[src/rtl/fetch_pkg.sv]
// Shared definitions for the instruction fetch unit: FSM states, default sizes
// and the PC increment.
package fetch_pkg;

    typedef enum logic [1:0] {IDLE, RUN, DRAIN, DONE} fetch_state_t;

    localparam int unsigned INSTR_W_DEF    = 28;
    localparam int unsigned PROG_WORDS_DEF = 9;
    localparam int unsigned PC_STEP        = 4;

    function automatic logic [29:0] word_index(input logic [31:0] addr);
        return addr[31:2];
    endfunction

endpackage

[src/rtl/fetch_unit.sv]
// Instruction fetch unit: walks a PROG_WORDS-word program into a one-entry
// valid/ready output register. Optional FETCH_PERF_EN adds an accept counter.
module fetch_unit
    import fetch_pkg::*;
#(
    parameter int unsigned PROG_WORDS = PROG_WORDS_DEF,
    parameter int unsigned INSTR_W    = INSTR_W_DEF
) (
    input  logic               clk,
    input  logic               reset,
    input  logic               start_i,
    output logic [31:0]        imem_addr_o,
    input  logic [INSTR_W-1:0] imem_instr_i,
    input  logic               branch_i,
    input  logic [31:0]        branch_target_i,
    output logic [INSTR_W-1:0] instr_o,
    output logic [31:0]        pc_o,
    output logic               valid_o,
    input  logic               ready_i,
    output logic               done_o
`ifdef FETCH_PERF_EN
    ,
    output logic [31:0]        fetch_count_o
`endif
);

    fetch_state_t       state, state_next;
    logic [31:0]        pc, pc_next;
    logic [INSTR_W-1:0] instr_next;
    logic [31:0]        pc_out_next;
    logic               valid_next;

    assign imem_addr_o = pc;
    assign done_o      = (state == DONE);

    always_ff @(posedge clk) begin
        if (reset) begin
            state   <= IDLE;
            pc      <= '0;
            instr_o <= '0;
            pc_o    <= '0;
            valid_o <= 1'b0;
        end else begin
            state   <= state_next;
            pc      <= pc_next;
            instr_o <= instr_next;
            pc_o    <= pc_out_next;
            valid_o <= valid_next;
        end
    end

    always_comb begin
        state_next  = state;
        pc_next     = pc;
        instr_next  = instr_o;
        pc_out_next = pc_o;
        valid_next  = valid_o;
        case (state)
            IDLE, DONE: begin
                if (start_i) begin
                    pc_next    = '0;
                    valid_next = 1'b0;
                    state_next = RUN;
                end
            end
            RUN: begin
                if (branch_i) begin
                    pc_next    = branch_target_i & ~32'd3;
                    valid_next = 1'b0;
                end else if (word_index(pc) >= 30'(PROG_WORDS)) begin
                    state_next = DRAIN;
                end else if (!valid_o || ready_i) begin
                    instr_next  = imem_instr_i;
                    pc_out_next = pc;
                    valid_next  = 1'b1;
                    // Last word: PC parks on it so imem_addr_o stays in range.
                    if (word_index(pc) == 30'(PROG_WORDS - 1))
                        state_next = DRAIN;
                    else
                        pc_next = pc + 32'(PC_STEP);
                end
            end
            DRAIN: begin
                if (valid_o && ready_i)
                    valid_next = 1'b0;
                else if (!valid_o)
                    state_next = DONE;
            end
            default: state_next = IDLE;
        endcase
    end

`ifdef FETCH_PERF_EN
    logic [31:0] count, count_next;

    assign fetch_count_o = count;

    always_ff @(posedge clk) begin
        if (reset)
            count <= '0;
        else
            count <= count_next;
    end

    always_comb begin
        count_next = count;
        if (start_i && (state == IDLE || state == DONE))
            count_next = '0;
        else if (valid_o && ready_i && count != '1)
            count_next = count + 32'd1;
    end
`endif

endmodule

[config.mk]
export PLATFORM = sky130hd
export DESIGN_NAME = fetch_unit
export DESIGN_NICKNAME = d
export VERILOG_FILES = /design/src/rtl/fetch_pkg.sv /design/src/rtl/fetch_unit.sv
export SDC_FILE = /design/constraint.sdc
export NUM_CORES = 1
export LEC_CHECK = 0
export ABC_AREA = 1
export CAP_MARGIN = 10
export CORE_UTILIZATION = 48
export DETAILED_ROUTE_END_ITERATION = 10
export GPL_TIMING_DRIVEN = 0
export PLACE_DENSITY = 0.95
export SLEW_MARGIN = 10
export SYNTH_ARGS = -nofsm -noshare
export SYNTH_HDL_FRONTEND = slang
export SYNTH_SLANG_ARGS = --single-unit
export TNS_END_PERCENT = 100
[constraint.sdc]
create_clock -name clk -period 3.6 [get_ports clk]
set_clock_uncertainty 0.15 [all_clocks]
set_input_delay 0.72 -clock clk [delete_from_list [all_inputs] [get_ports clk]]
set_output_delay 0.72 -clock clk [all_outputs]
set_load 0.05 [all_outputs]
**Yosys cells after proc, flatten, opt, wreduce, memory -nomap -nowiden**

Index checks and enable logic that the tools add are counted.

- Flip-flop bits (word level): 95
- Bits of input ports: 65
- Word-level logic and storage cells: 53

- Reductions and logical operators: 10
- Bitwise gates (word level): 2
- Order comparisons: 1
- Equality and inequality tests: 14
- $add $sub $neg: 1
- Mux-type cells: 20

Operators by type and width:

| kind | count |
|---|---|
| $mux W32 | 5 |
| $pmux W32 S2 | 1 |
| $add A32 B3 Y32 const B | 1 |
| $eq A30 B4 Y1 const B | 1 |
| $ge A30 B4 Y1 const B | 1 |
| $ne A3 B3 Y1 const B | 5 |
| $mux W2 | 7 |
| $ne A2 B2 Y1 const B | 5 |
| $reduce_and A4 Y1 | 2 |
| $pmux W2 S3 | 1 |
| $reduce_and A6 Y1 | 1 |
| $mux W1 | 5 |
| $reduce_and A5 Y1 | 1 |
| $eq A2 B2 Y1 const B | 2 |
| $pmux W1 S3 | 1 |
| $eq A2 B1 Y1 const B | 1 |
| $logic_not A2 Y1 | 1 |
| $not A1 Y1 | 2 |
| $reduce_bool A2 Y1 | 1 |
| $reduce_or A2 Y1 | 1 |
| $logic_and A1 B1 Y1 | 1 |
| $logic_not A1 Y1 | 1 |
| $logic_or A1 B1 Y1 | 1 |

**Depth between registers and ports, before layout**

- Word-level depth: 6
- Mapped depth: 15

**Worst setup path after synthesis**

OpenSTA, ideal clock, no wires.

- Path type: reg-to-reg
- From: register pc[3], in the netlist imem_addr_o[3]
- To: register pc[14], in the netlist imem_addr_o[14]
- Required time: 3.335 ns
- Cell stages (with the launch flop): 16
- Arrival time: 1.993 ns
- Buffers on the path: 1
- Clock period less this slack: 2.258 ns
- Setup slack: 1.342 ns
- Setup time: 0.115 ns
- Cell sequence: dfxtp_1 inv_1 ha_1 inv_1 nand3_1 nand2_1 nand2_1 nor2_2 nand2_1 nand2_2 nand3_4 nor2_8 buf_6 nand2_1 nand2_1 nor2_1

- Longest elaborated chain between the ends: 6
- Elaborated cells between the ends (all ways): 11
- Classes of those cells: 1 x add/sub; 1 x order compare; 3 x eq/ne; 5 x mux; 1 x reduce/logical

Ends and longest elaborated chain:

| element | line | RTL |
|---|---|---|
| start, declared | fetch_unit.sv:28 | `logic [31:0] pc, pc_next;` |
| start signal, assigned | fetch_unit.sv:45 | `pc <= pc_next;` |
| $add A32 B3 Y32 | fetch_unit.sv:80 | `pc_next = pc + 32'(PC_STEP);` |
| $mux W32 | fetch_unit.sv:77 | `if (word_index(pc) == 30'(PROG_WORDS - 1))` |
| $mux W32 | fetch_unit.sv:72 | `end else if (!valid_o \|\| ready_i) begin` |
| $mux W32 | fetch_unit.sv:70 | `end else if (word_index(pc) >= 30'(PROG_WORDS)) begin` |
| $mux W32 | fetch_unit.sv:67 | `if (branch_i) begin` |
| $pmux W32 S2 | fetch_unit.sv:58 | `case (state)` |

Several ways; a longest one is shown, not always the timed one. The select of a mux whose other input is x is not followed.
A chain may end at the register's enable or synchronous reset.

**Final worst setup path**

- From: register state[0]
- To: output port done_o

- Longest elaborated chain between the ends: 1

Ends and longest elaborated chain:

| element | line | RTL |
|---|---|---|
| start, declared | fetch_unit.sv:27 | `fetch_state_t state, state_next;` |
| start signal, assigned | fetch_unit.sv:44 | `state <= state_next;` |
| $eq A2 B2 Y1 | fetch_unit.sv:34 | `assign done_o = (state == DONE);` |
| end, declared | fetch_unit.sv:20 | `output logic done_o` |

No other way between the ends.

==> metrics.md <==
| Metric | Value |
|---|---|
| Status | `finished clean` |
| Fillers | `712` |
| CTS Buf Count | `9` |
| Cts hold-fix bufs | `0` |
| Worst-path cell chain | `ha_1 -> clkdlybuf4s50_1` |
| Clock slew at reported path FFs | `0.09 ns` |
| Number of port buffers | `151` |
| Chip Height | `96.4 um` |
| Hold Path Depth | `1` |
| Setup TNS | `0 ns` |
| Post-synthesis register bit count | `91` |
| Share of cells above drive strength 1 | `7.73%` |
| Final Setup Violations | `0` |
| Root buffer cell | `clkbuf_8` |
| Most frequent cells in the layout | `163 x nor2_1, 151 x clkdlybuf4s50_1, 112 x nand2_1` |
| Switching power | `1840 uW` |
| Worst setup SP type | `register` |
| Worst Reg-to-Reg Cells | `13` |
| Post-Place Cells | `868` |
| Synth unique cells | `32` |
| Final RePlAce weighted congestion | `0.888` |
| Postcts setup bufs | `0` |
| Synth warn | `0` |
| Sink Count | `91` |
| Final slew viol count | `0` |
| Req. time, crit path | `2.73 ns` |
| CP bufs+invs | `1` |
| Number of H-tree levels | `3` |
| TritonRoute pass-1 iters | `5` |
| Later-pin clock latency in the skew report | `0.36 ns` |
| # IOs | `159` |
| Internal | `2150 uW` |
| WL/cell | `13.0 um` |
| Area Growth Syn to Fin | `43.6%` |
| Vias | `4,417` |
| Top delay family on crit path | `buffers and inverters` |
| DRC Markers | `0` |
| Max Clk Rate | `380 MHz` |
| Core area | `8680 um^2` |
| Final hold vios | `0` |
| RSZ-0062 raised after global routing | `false` |
| Pwr/cell area | `650 nW/um^2` |
| # rows | `34` |
| Area leader, netlist | `dfxtp_1` |
| Post-DR vias/cell | `5.00` |
| CP max stage cell | `clkdlybuf4s50_1` |
| Die width | `96.4 um` |
| Initial core utilization | `49.3%` |
| Tcrit/Tclk final | `73.1%` |
| Largest net degree at the start of global routing | `20` |
| Worst EP arrival | `1.76 ns` |
| CP Capture Type | `output pin` |
| Slew headroom | `63.9%` |
| All-layer global routing usage | `24.9%` |
| R2r setup slk | `1.38 ns` |
| Slowest stage delay, CP | `0.81 ns` |
| Most common cell after layout, fill and taps aside | `nor2_1` |
| First DRT Iteration DRCs | `178` |
| CTS Buffer Depth | `2` |
| First-pass GRT wire length | `18,000 um` |
| Ranking of synthesized cells by area | `dfxtp_1 43%, nor2_1 14%, nand2_1 9.8%, nor3b_1 4.6%, o21bai_1 3.9%` |
| P_leak | `0.00262 uW` |
| Crit Path Class | `reg -> out` |
| Seq/Total Area, Yosys | `42.6%` |
| CTS-repair resized insts | `0` |
| Vias in the first global route | `4,019` |
| Fin nets | `843` |
| Total grt overflow | `0` |
| Synthesized area per cell | `7.05 um^2` |
| Initial antenna violation count | `0` |
| Area share of the largest cell type after synthesis | `42.6%` |
| Slew @ Worst Pin | `0.540 ns` |
| Detailed Place HPWL | `8640 um` |
| Peak supply drop | `0.539 mV` |
| Cells after Synth | `606` |
| Clk pwr share | `17.5%` |
| Detailed Route WL | `11,500 um` |
| Seq pwr share | `32.0%` |
| CTS tree | `yes` |
| Worst-path fanout max | `4` |
| Crit path time final | `2.63 ns` |
| Antenna Nets Post-Route | `0` |
| Max Cap Violations | `0` |
| Fin cells | `884` |
| Die Area | `9290 um^2` |
| Switching share of power | `46.1%` |
| Worst hold path class | `reg -> reg` |
| CP Depth | `2` |
| Logic pwr share | `50.5%` |
| Antenna cells | `0` |
| Mapped cell area | `4270 um^2` |
## cell usage after synthesis, drive strengths merged
master and count:
a21oi 12, inv 51, a22oi 4, o21bai 22, clkbuf 11, clkinv 2
nor2 168, o21ai 50, nand4 2, dfxtp 91, or2 1, buf 22
ha 7, nor3 3, a211oi 1, nor3b 26, a31oi 2, nand3 16
conb 1, nand2 114
## final timing paths
path / startpoint / to
worst max-delay path: state[0]$_SDFFE_PP0P_ / done_o
worst min-delay path: pc_o[28]$_SDFFE_PP0P_ / pc_o[28]$_SDFFE_PP0P_
worst max register to register: imem_addr_o[3]$_SDFFE_PP0P_ / instr_o[27]$_SDFFE_PP0P_
worst min register to register: pc_o[28]$_SDFFE_PP0P_ / pc_o[28]$_SDFFE_PP0P_
## layout make-up
class | count | area [um^2] | share of cell area [%]
multi-input combinational | 432 | 2070 | 33.7
sequential | 91 | 1820 | 29.7
timing repair buffer | 151 | 1510 | 24.6
buffer | 33 | 199 | 3.24
inverter | 53 | 199 | 3.24
tap | 108 | 135 | 2.20
clock buffer | 9 | 124 | 2.02
clock inverter | 7 | 81.3 | 1.33
## metrics by stage
stage / util [%] / hold WS [ns] / total power [uW] / worst slack [ns] / instance area (um^2)
global route: 70.7 / 0.340 / 4260 / 0.931 / 6140
global placement: 68.4 / 0.312 / 3220 / 1.05 / 5930
floorplan: - / 0.402 / 2750 / 1.34 / 4290
finish: 70.7 / 0.327 / 3990 / 0.968 / 6140
detailed placement: 68.4 / 0.316 / 3290 / 1.01 / 5930
CTS: 70.7 / 0.330 / 3990 / 0.966 / 6140
## power by group through the flow
stage	clock network [uW]	registers (uW)	logic, uW
final	697	1280	2010
after CTS	710	1270	2010
after detailed placement	0	1290	2000
after global placement	0	1290	1930
after floorplan	0	1630	1120
after global routing	750	1290	2220
## cell families after synthesis
family / synth area share (%)
buf+inv: 9.31
flops: 42.6
fa+ha+maj: 2.05
other cells: 0.0877
compound gates: 12.3
simple gates: 33.6
## registers in the layout, indices dropped and copies added (netlist names)
signal	count
imem_addr_o	30
pc_o	30
instr_o	28
state	2
valid_o	1
## per-layer routing
layer	wire length, um	track usage (%)	vias to the layer above
met5	0	0	-
met4	252	10.4	0
met3	753	4.74	23
met2	5690	42.7	171
met1	4830	30.6	1986
li1	-	-	2237
Note: power is estimated with default switching activity, not from simulation.
